`src/rtl/ps2_pkg.sv`:
```
// Shared types and defaults for the PS/2 host-side blocks (ps2_tx, ps2_rx).
package ps2_pkg;

    typedef enum logic [2:0] {
        IDLE,
        RTS,
        START,
        DATA,
        PARITY,
        STOP,
        ACK,
        WAIT_REL
    } ps2_state_t;

    localparam int INHIBIT_CYCLES_DEF = 6000;
    localparam int FILTER_LEN_DEF     = 8;
    localparam int TIMEOUT_CYCLES_DEF = 1000000;

    // PS/2 frames carry odd parity: data plus parity has an odd number of ones
    function automatic logic odd_parity(input logic [7:0] d);
        return ~^d;
    endfunction

endpackage

```
`src/rtl/ps2_tx_if.sv`:
```
// Command handshake between the host logic (master) and the PS/2 transmitter (slave).
interface ps2_tx_if;
    logic       wr_ps2;
    logic [7:0] din;
    logic       tx_idle;
    logic       tx_done_tick;
    logic       tx_err;

    modport master (output wr_ps2, output din,
                    input  tx_idle, input tx_done_tick, input tx_err);
    modport slave  (input  wr_ps2, input din,
                    output tx_idle, output tx_done_tick, output tx_err);
endinterface

```
`src/rtl/ps2_line_filter.sv`:
```
// Synchronizer plus glitch filter for a PS/2 line; emits a one-cycle pulse on a filtered fall.
module ps2_line_filter #(
    parameter int FILTER_LEN = 8
) (
    input  logic clk,
    input  logic reset,
    input  logic line_raw,
    output logic line_filt,
    output logic fall
);

    logic                  meta;
    logic                  line_sync;
    logic [FILTER_LEN-1:0] shreg;

    // Idle PS/2 lines are high, so reset everything to 1 to avoid a spurious fall
    always_ff @(posedge clk) begin
        if (reset) begin
            meta      <= 1'b1;
            line_sync <= 1'b1;
            shreg     <= '1;
            line_filt <= 1'b1;
            fall      <= 1'b0;
        end else begin
            meta      <= line_raw;
            line_sync <= meta;
            shreg     <= {shreg[FILTER_LEN-2:0], line_sync};
            fall      <= 1'b0;
            if (&shreg) begin
                line_filt <= 1'b1;
            end else if (~|shreg) begin
                line_filt <= 1'b0;
                fall      <= line_filt;
            end
        end
    end

endmodule

```
`src/rtl/ps2_tx.sv`:
```
// PS/2 host-to-device transmitter: request-to-send, 11-bit frame clocked by the device, ack check.
// state    | meaning
// IDLE     | lines released, waiting for wr_ps2
// RTS      | clock held low for INHIBIT_CYCLES
// START    | start bit on data, waiting for first device clock
// DATA     | shifting data bits 0..7 on device clock falls
// PARITY   | parity bit on the line
// STOP     | data released as stop bit
// ACK      | sampling device ack on next fall
// WAIT_REL | waiting for device to release clock and data
module ps2_tx
    import ps2_pkg::*;
#(
    parameter int INHIBIT_CYCLES = INHIBIT_CYCLES_DEF,
    parameter int FILTER_LEN     = FILTER_LEN_DEF,
    parameter int TIMEOUT_CYCLES = TIMEOUT_CYCLES_DEF
) (
    input  logic      clk,
    input  logic      reset,
    ps2_tx_if.slave   bus,
    input  logic      ps2c_in,
    input  logic      ps2d_in,
    output logic      ps2c_oe,
    output logic      ps2d_oe
);

    localparam int INH_W = $clog2(INHIBIT_CYCLES + 1);
    localparam int WD_W  = $clog2(TIMEOUT_CYCLES + 1);

    ps2_state_t       state;
    logic [INH_W-1:0] inh_cnt;
    logic [WD_W-1:0]  wdog;
    logic [2:0]       bit_n;
    logic [7:0]       data_q;
    logic             par_q;
    logic             ack_err;
    logic             idle_q;
    logic             done_q;
    logic             err_q;
    logic             c_filt;
    logic             c_fall;
    logic             d_meta;
    logic             d_sync;

    ps2_line_filter #(.FILTER_LEN(FILTER_LEN)) u_clk_filt (
        .clk       (clk),
        .reset     (reset),
        .line_raw  (ps2c_in),
        .line_filt (c_filt),
        .fall      (c_fall)
    );

    always_ff @(posedge clk) begin
        if (reset) begin
            d_meta <= 1'b1;
            d_sync <= 1'b1;
        end else begin
            d_meta <= ps2d_in;
            d_sync <= d_meta;
        end
    end

    always_ff @(posedge clk) begin
        if (reset) begin
            state   <= IDLE;
            inh_cnt <= '0;
            wdog    <= '0;
            bit_n   <= '0;
            data_q  <= '0;
            par_q   <= 1'b0;
            ack_err <= 1'b0;
            ps2c_oe <= 1'b0;
            ps2d_oe <= 1'b0;
            idle_q  <= 1'b1;
            done_q  <= 1'b0;
            err_q   <= 1'b0;
        end else begin
            done_q <= 1'b0;
            case (state)
                IDLE: begin
                    if (bus.wr_ps2) begin
                        data_q  <= bus.din;
                        par_q   <= odd_parity(bus.din);
                        inh_cnt <= INH_W'(INHIBIT_CYCLES - 1);
                        ps2c_oe <= 1'b1;
                        idle_q  <= 1'b0;
                        state   <= RTS;
                    end
                end
                RTS: begin
                    if (inh_cnt == '0) begin
                        ps2c_oe <= 1'b0;
                        ps2d_oe <= 1'b1;
                        wdog    <= WD_W'(TIMEOUT_CYCLES - 1);
                        state   <= START;
                    end else begin
                        inh_cnt <= inh_cnt - 1'b1;
                    end
                end
                default: begin
                    // Watchdog has priority over any frame progress
                    if (wdog == '0) begin
                        ps2c_oe <= 1'b0;
                        ps2d_oe <= 1'b0;
                        done_q  <= 1'b1;
                        err_q   <= 1'b1;
                        idle_q  <= 1'b1;
                        state   <= IDLE;
                    end else begin
                        wdog <= wdog - 1'b1;
                        case (state)
                            START: if (c_fall) begin
                                ps2d_oe <= ~data_q[0];
                                bit_n   <= '0;
                                state   <= DATA;
                            end
                            DATA: if (c_fall) begin
                                if (bit_n == 3'd7) begin
                                    ps2d_oe <= ~par_q;
                                    state   <= PARITY;
                                end else begin
                                    ps2d_oe <= ~data_q[bit_n + 3'd1];
                                    bit_n   <= bit_n + 3'd1;
                                end
                            end
                            PARITY: if (c_fall) begin
                                ps2d_oe <= 1'b0;
                                state   <= STOP;
                            end
                            STOP: if (c_fall) state <= ACK;
                            ACK: if (c_fall) begin
                                ack_err <= d_sync;
                                state   <= WAIT_REL;
                            end
                            WAIT_REL: if (c_filt && d_sync) begin
                                done_q <= 1'b1;
                                err_q  <= ack_err;
                                idle_q <= 1'b1;
                                state  <= IDLE;
                            end
                            default: state <= IDLE;
                        endcase
                    end
                end
            endcase
        end
    end

    assign bus.tx_idle      = idle_q;
    assign bus.tx_done_tick = done_q;
    assign bus.tx_err       = err_q;

endmodule

```
`src/flat_wrapper.sv`:
```
// flat-port wrapper written by rule: the top's interface ports become plain ports
module ps2_tx_flat import ps2_pkg::*;
#(
    parameter int INHIBIT_CYCLES = INHIBIT_CYCLES_DEF,
    parameter int FILTER_LEN     = FILTER_LEN_DEF,
    parameter int TIMEOUT_CYCLES = TIMEOUT_CYCLES_DEF
)
  (clk, reset, ps2c_in, ps2d_in, ps2c_oe, ps2d_oe, bus_wr_ps2, bus_din, bus_tx_idle, bus_tx_done_tick, bus_tx_err);
  ps2_tx_if bus_i ();
  input  logic clk;
  input  logic reset;
  input  logic ps2c_in;
  input  logic ps2d_in;
  output logic ps2c_oe;
  output logic ps2d_oe;
  input wire logic [$bits(bus_i.wr_ps2)-1:0] bus_wr_ps2;
  input wire logic [$bits(bus_i.din)-1:0] bus_din;
  output wire logic [$bits(bus_i.tx_idle)-1:0] bus_tx_idle;
  output wire logic [$bits(bus_i.tx_done_tick)-1:0] bus_tx_done_tick;
  output wire logic [$bits(bus_i.tx_err)-1:0] bus_tx_err;
  assign bus_i.wr_ps2 = bus_wr_ps2;
  assign bus_i.din = bus_din;
  assign bus_tx_idle = bus_i.tx_idle;
  assign bus_tx_done_tick = bus_i.tx_done_tick;
  assign bus_tx_err = bus_i.tx_err;
  ps2_tx #(.INHIBIT_CYCLES(INHIBIT_CYCLES), .FILTER_LEN(FILTER_LEN), .TIMEOUT_CYCLES(TIMEOUT_CYCLES)) u_core (.clk(clk), .reset(reset), .bus(bus_i), .ps2c_in(ps2c_in), .ps2d_in(ps2d_in), .ps2c_oe(ps2c_oe), .ps2d_oe(ps2d_oe));
endmodule
```
`config.mk`:
```
export PLATFORM = sky130hd
export DESIGN_NAME = ps2_tx_flat
export DESIGN_NICKNAME = d
export VERILOG_FILES = /design/src/rtl/ps2_pkg.sv /design/src/rtl/ps2_tx_if.sv /design/src/rtl/ps2_line_filter.sv /design/src/rtl/ps2_tx.sv /design/src/flat_wrapper.sv
export SDC_FILE = /design/constraint.sdc
export NUM_CORES = 1
export LEC_CHECK = 0
export ABC_AREA = 1
export CAP_MARGIN = 20
export CELL_PAD_IN_SITES_DETAIL_PLACEMENT = 1
export CELL_PAD_IN_SITES_GLOBAL_PLACEMENT = 1
export CORE_AREA = 2 2 96 98
export DETAILED_ROUTE_END_ITERATION = 8
export DIE_AREA = 0 0 98 100
export GPL_TIMING_DRIVEN = 0
export MAX_ROUTING_LAYER = met4
export PLACE_DENSITY_LB_ADDON = 0.1
export SLEW_MARGIN = 10
export SYNTH_ARGS = -nofsm -noshare
export SYNTH_HDL_FRONTEND = slang
export SYNTH_SLANG_ARGS = --single-unit
export TNS_END_PERCENT = 30
```
`constraint.sdc`:
```
create_clock -name clk -period 2.1 [get_ports clk]
set_input_delay 0.21 -clock clk [delete_from_list [all_inputs] [get_ports clk]]
set_output_delay 0.21 -clock clk [all_outputs]
set_load 0.05 [all_outputs]
```
==> results.md <==
- The synthesized design contains approximately 70 register bits.
- Yosys printed 0 warnings.
- The endpoint with the worst hold slack is u_core.d_meta.
- The area of the mapped netlist is between 0.003 and 0.004 sq mm.
- Timing would allow up to 0.504 GHz.
- The die boundary width is slightly below 100 um.
- Of the total synthesized cell area, the portion taken by full adders, half adders and majority gates is 1.69%.
- The net count of the finished layout is 621.
- The area growth from synthesis to layout is 15.0%.
- The residual DRC count is 0.
- The overall routing resource usage is a little under a quarter.
- The via count is 3,691.
- The H-tree generated during clock tree synthesis spans 3 levels.
- The largest family of logic cells by synthesized area is simple AND/OR/NAND/NOR gates.
- For this configuration, the core starts out at a cell density of approximately two fifths.
- The sequential area share after synthesis is 36.7%.
- The via count normalized by instance count is 5.13.
- Data arrives at the worst endpoint at 2.20 ns.
- The worst-case IR drop observed on VDD is roughly 750 uV.
- The number of nets in the synthesized netlist is between 500 and 600.
- The initial antenna violation count is 0.
- The type of element capturing the critical path is a flop.
- The residual antenna-violating net count after detailed routing is 0.
- The number of slew-limit violations in the final report is 0.
- The clock tree from TritonCTS is done.
- The cell at the slowest stage of the critical path is sky130_fd_sc_hd__clkbuf_1.
- The global-route wire length before repair is approximately 18,000 um.
- The critical hold path startpoint is ps2d_in.
- For this design the static power due to leakage is 0.00187 uW.
- In this design, the stage delay of the slowest critical-path cell is 0.59 ns.
- The actual transition at the worst max-transition pin is between 0.6 and 0.7 ns.
- The number of hold-slack violations in the final timing report is 0.
- The cell count after synthesis is between 500 and 600.
- The worst reg2reg path depth is 6.
- The area enclosed by the die boundary is 0.00980 sq mm.
- The library cell used most frequently in the layout, excluding fill and tap cells, is sky130_fd_sc_hd__nand2_1.
- The final standard cell count with taps included and fillers excluded is a little over 700.
- The final critical path takes up 94.4% of the cycle.
- The biggest area contributor in the post-synthesis netlist is sky130_fd_sc_hd__dfxtp_1.
- The top-level I/O count is 18.
- The buffer cell driving the clock tree root is sky130_fd_sc_hd__clkbuf_8.
- After the first detailed-routing iteration, the DRC count stood at 120.
- The simple-gate portion of the synthesized area is 38.9%.
- The setup-violating endpoint count in the final report is 0.
- The flop-to-flop setup slack is 0.12 ns.
- For this block, the routed nets add up to ~11,000 um of wire.
- Sorting the synthesized cells by area gives the leading types as sky130_fd_sc_hd__dfxtp_1, sky130_fd_sc_hd__nand2_1, sky130_fd_sc_hd__nor2_1.
- After layout, the minimum clock period comes to 1.98 ns.
- The pin count of the biggest net entering global routing is 14.
- After Yosys synthesis, XOR and XNOR cells account for 3.78% of the synthesized area.
- The signal on the critical path passes through inv_2 -> nor3_4 -> clkbuf_1 -> nand3_1 -> nand2_1 -> a21oi_1.
- The summed negative setup slack over all endpoints is 0 ns.
- Including well taps, the total number of placed cells is roughly 700.
- In the layout the commonest cells are sky130_fd_sc_hd__nand2_1, sky130_fd_sc_hd__nor2_1, sky130_fd_sc_hd__dfxtp_1.
- The min-delay analysis places its worst path in the category in2reg.
- Measured against its own limit, the worst slew margin works out to 53.5%.
- The total clock buffers created by CTS is 9.
- The kind of start point of the critical path is a flop.
- The endpoint identified for the worst register-to-register timing path is u_core.inh_cnt[12].
- The die is 100 um tall.
- The clock-pin slew on the worst setup and hold paths is 0.09 ns.
- Before antenna repair, the detailed router went through 4 iterations.
- Cells with a size suffix above 1 make up 9.38% of the layout.
- Summing the areas of all compound-gate instances in the mapped netlist gives between 10% and 20% of the synthesized area.
- The number of antenna diodes in the final layout is 0.
- The run finished with clean final reports.
- The via count of the first global-routing pass is 3,758.
- The post-detailed-placement half-perimeter wirelength is 7870 um.
- The number of clock sinks seen by CTS is 68.
- Along the worst path, the maximum fanout reaches 10.
- The clock latency reported for the late side of the worst-skew pair is 0.36 ns.
- The required time of the worst setup path is 2.31 ns.
- The number of distinct standard cells referenced by the synthesized netlist is 31.
- After global routing the overflow that remains totals 0.
- The area share of the largest cell type after synthesis is between 30% and 40%.
- The source of the worst register-to-register timing path is u_core.state[0].
- After floorplanning, the core was sized to cover between 0.008 and 0.009 sq mm.
- The wire length per cell is 15.0 um.
- Setup repair after global routing left no endpoint under its margin.
- Row generation in the floorplan step produced 35 rows.
- The category of the most critical setup path is reg2reg.
- Routability-driven placement finished with a final weighted congestion of 0.859.
- Buffers placed on the I/O ports in this run total 17.
- The worst clock skew is 0.0152 ns.
- The total power per unit cell area is 1850 mW/mm^2.
- The maximum number of buffers from clock root to sink is 2.
- The per-instance average area after synthesis is around 6.5 sq um.
- Counting instances, the worst hold path has a depth of 2.
- The mux share of post-synthesis cell area is 0%.
- The total of max-cap violations is 0.
## metrics by stage
stage | hold slack [ns] | util [%] | total power (uW) | setup WS [ns] | instance area, sq um
3_5_place_dp | 0.401 | 45.2 | 6520 | 0.00842 | 4020
4_1_cts | 0.397 | 47.8 | 7840 | 0.0356 | 4250
3_3_place_gp | 0.392 | 45.2 | 6360 | 0.0510 | 4020
5_1_grt | 0.423 | 48.0 | 8690 | 0.00333 | 4270
6_report | 0.414 | 48.0 | 7890 | 0.117 | 4270
2_1_floorplan | 0.314 | - | 5390 | 0.411 | 3710
## where the power goes
| group | switching [uW] | leakage (uW) | internal, uW |
|---|---|---|---|
| combinational | 3080 | 0.00120 | 1600 |
| sequential | 333 | 0.000557 | 1620 |
| clock | 584 | 0.000110 | 675 |
## routing by layer
metal | share of wire (%) | vias to the layer above | global-route usage, %
li1 | - | 1886 | -
met1 | 47 | 1759 | 28.6
met2 | 50 | 37 | 40.3
met3 | 2.3 | 9 | 3.69
met4 | 1.1 | 0 | 7.80
met5 | 0 | - | -
## synth_stat cells (all sizes together)
library cell  count
o21ai            27
nand3            47
nor4              1
a21oi            50
or2              15
a31oi             1
nand3b            2
o211ai            2
nand4             8
clkbuf           11
nand2           170
nor3              5
inv              52
buf               6
dfxtp            68
nor2             85
ha                5
xnor2             9
xor2              7
nor3b             2
## sequential cells by signal, summed over array words and instances (netlist names), 3 cells and up
name                     cells
u_core.bit_n                 3
u_core.data_q                8
u_core.inh_cnt              13
u_core.state                 3
u_core.u_clk_filt.shreg      8
u_core.wdog                 20
## worst max-delay path, delay by kind of cell (launching register included)
family / cells / cell delay [ns]
compound gates: 1 / 0.06
flops: 1 / 0.44
buf+inv: 2 / 0.70
simple gates: 3 / 0.63
## cell type report
class                           count  area, sq um
Buffer                             17         88.8
Clock buffer                        9          124
Clock inverter                      7         98.8
Fill cell                        1202         4620
Inverter                           52          198
Multi-Input combinational cell    436         2070
Sequential cell                    68         1360
Tap cell                          111          139
Timing Repair Buffer               19          185
## repair_timing
| action | 4_1_cts | 5_1_grt |
|---|---|---|
| pin swaps | 0 | 1 |
| setup buffers | 0 | 2 |
| hold endpoints to repair | 0 | 0 |
| hold buffers | 0 | 0 |
| gates cloned | 0 | 0 |
| setup endpoints to repair | 3 | 33 |
| resized for setup | 1 | 3 |
## cells by family after synthesis
| family | Yosys count |
|---|---|
| AO/OA/AOI/OAI | 80 |
| XOR/XNOR | 16 |
| adder cells (fa/ha/maj) | 5 |
| buffers and inverters | 69 |
| flip-flops | 68 |
| AND/OR/NAND/NOR | 335 |
## worst max-delay path by stage
| stage | start | to | slack (ns) | depth (start not counted) |
|---|---|---|---|---|
| floorplan | u_core.wdog[0] | u_core.wdog[1] | 0.41 | 12 |
| global placement | u_core.wdog[0] | u_core.wdog[19] | 0.05 | 12 |
| detailed placement | u_core.wdog[0] | u_core.wdog[15] | 0.008 | 12 |
| CTS | u_core.wdog[0] | u_core.wdog[15] | 0.04 | 12 |
| global route | u_core.state[0] | u_core.inh_cnt[12] | 0.003 | 6 |
| finish | u_core.state[0] | u_core.inh_cnt[12] | 0.12 | 6 |
Note: power is estimated with default switching activity, not from simulation.
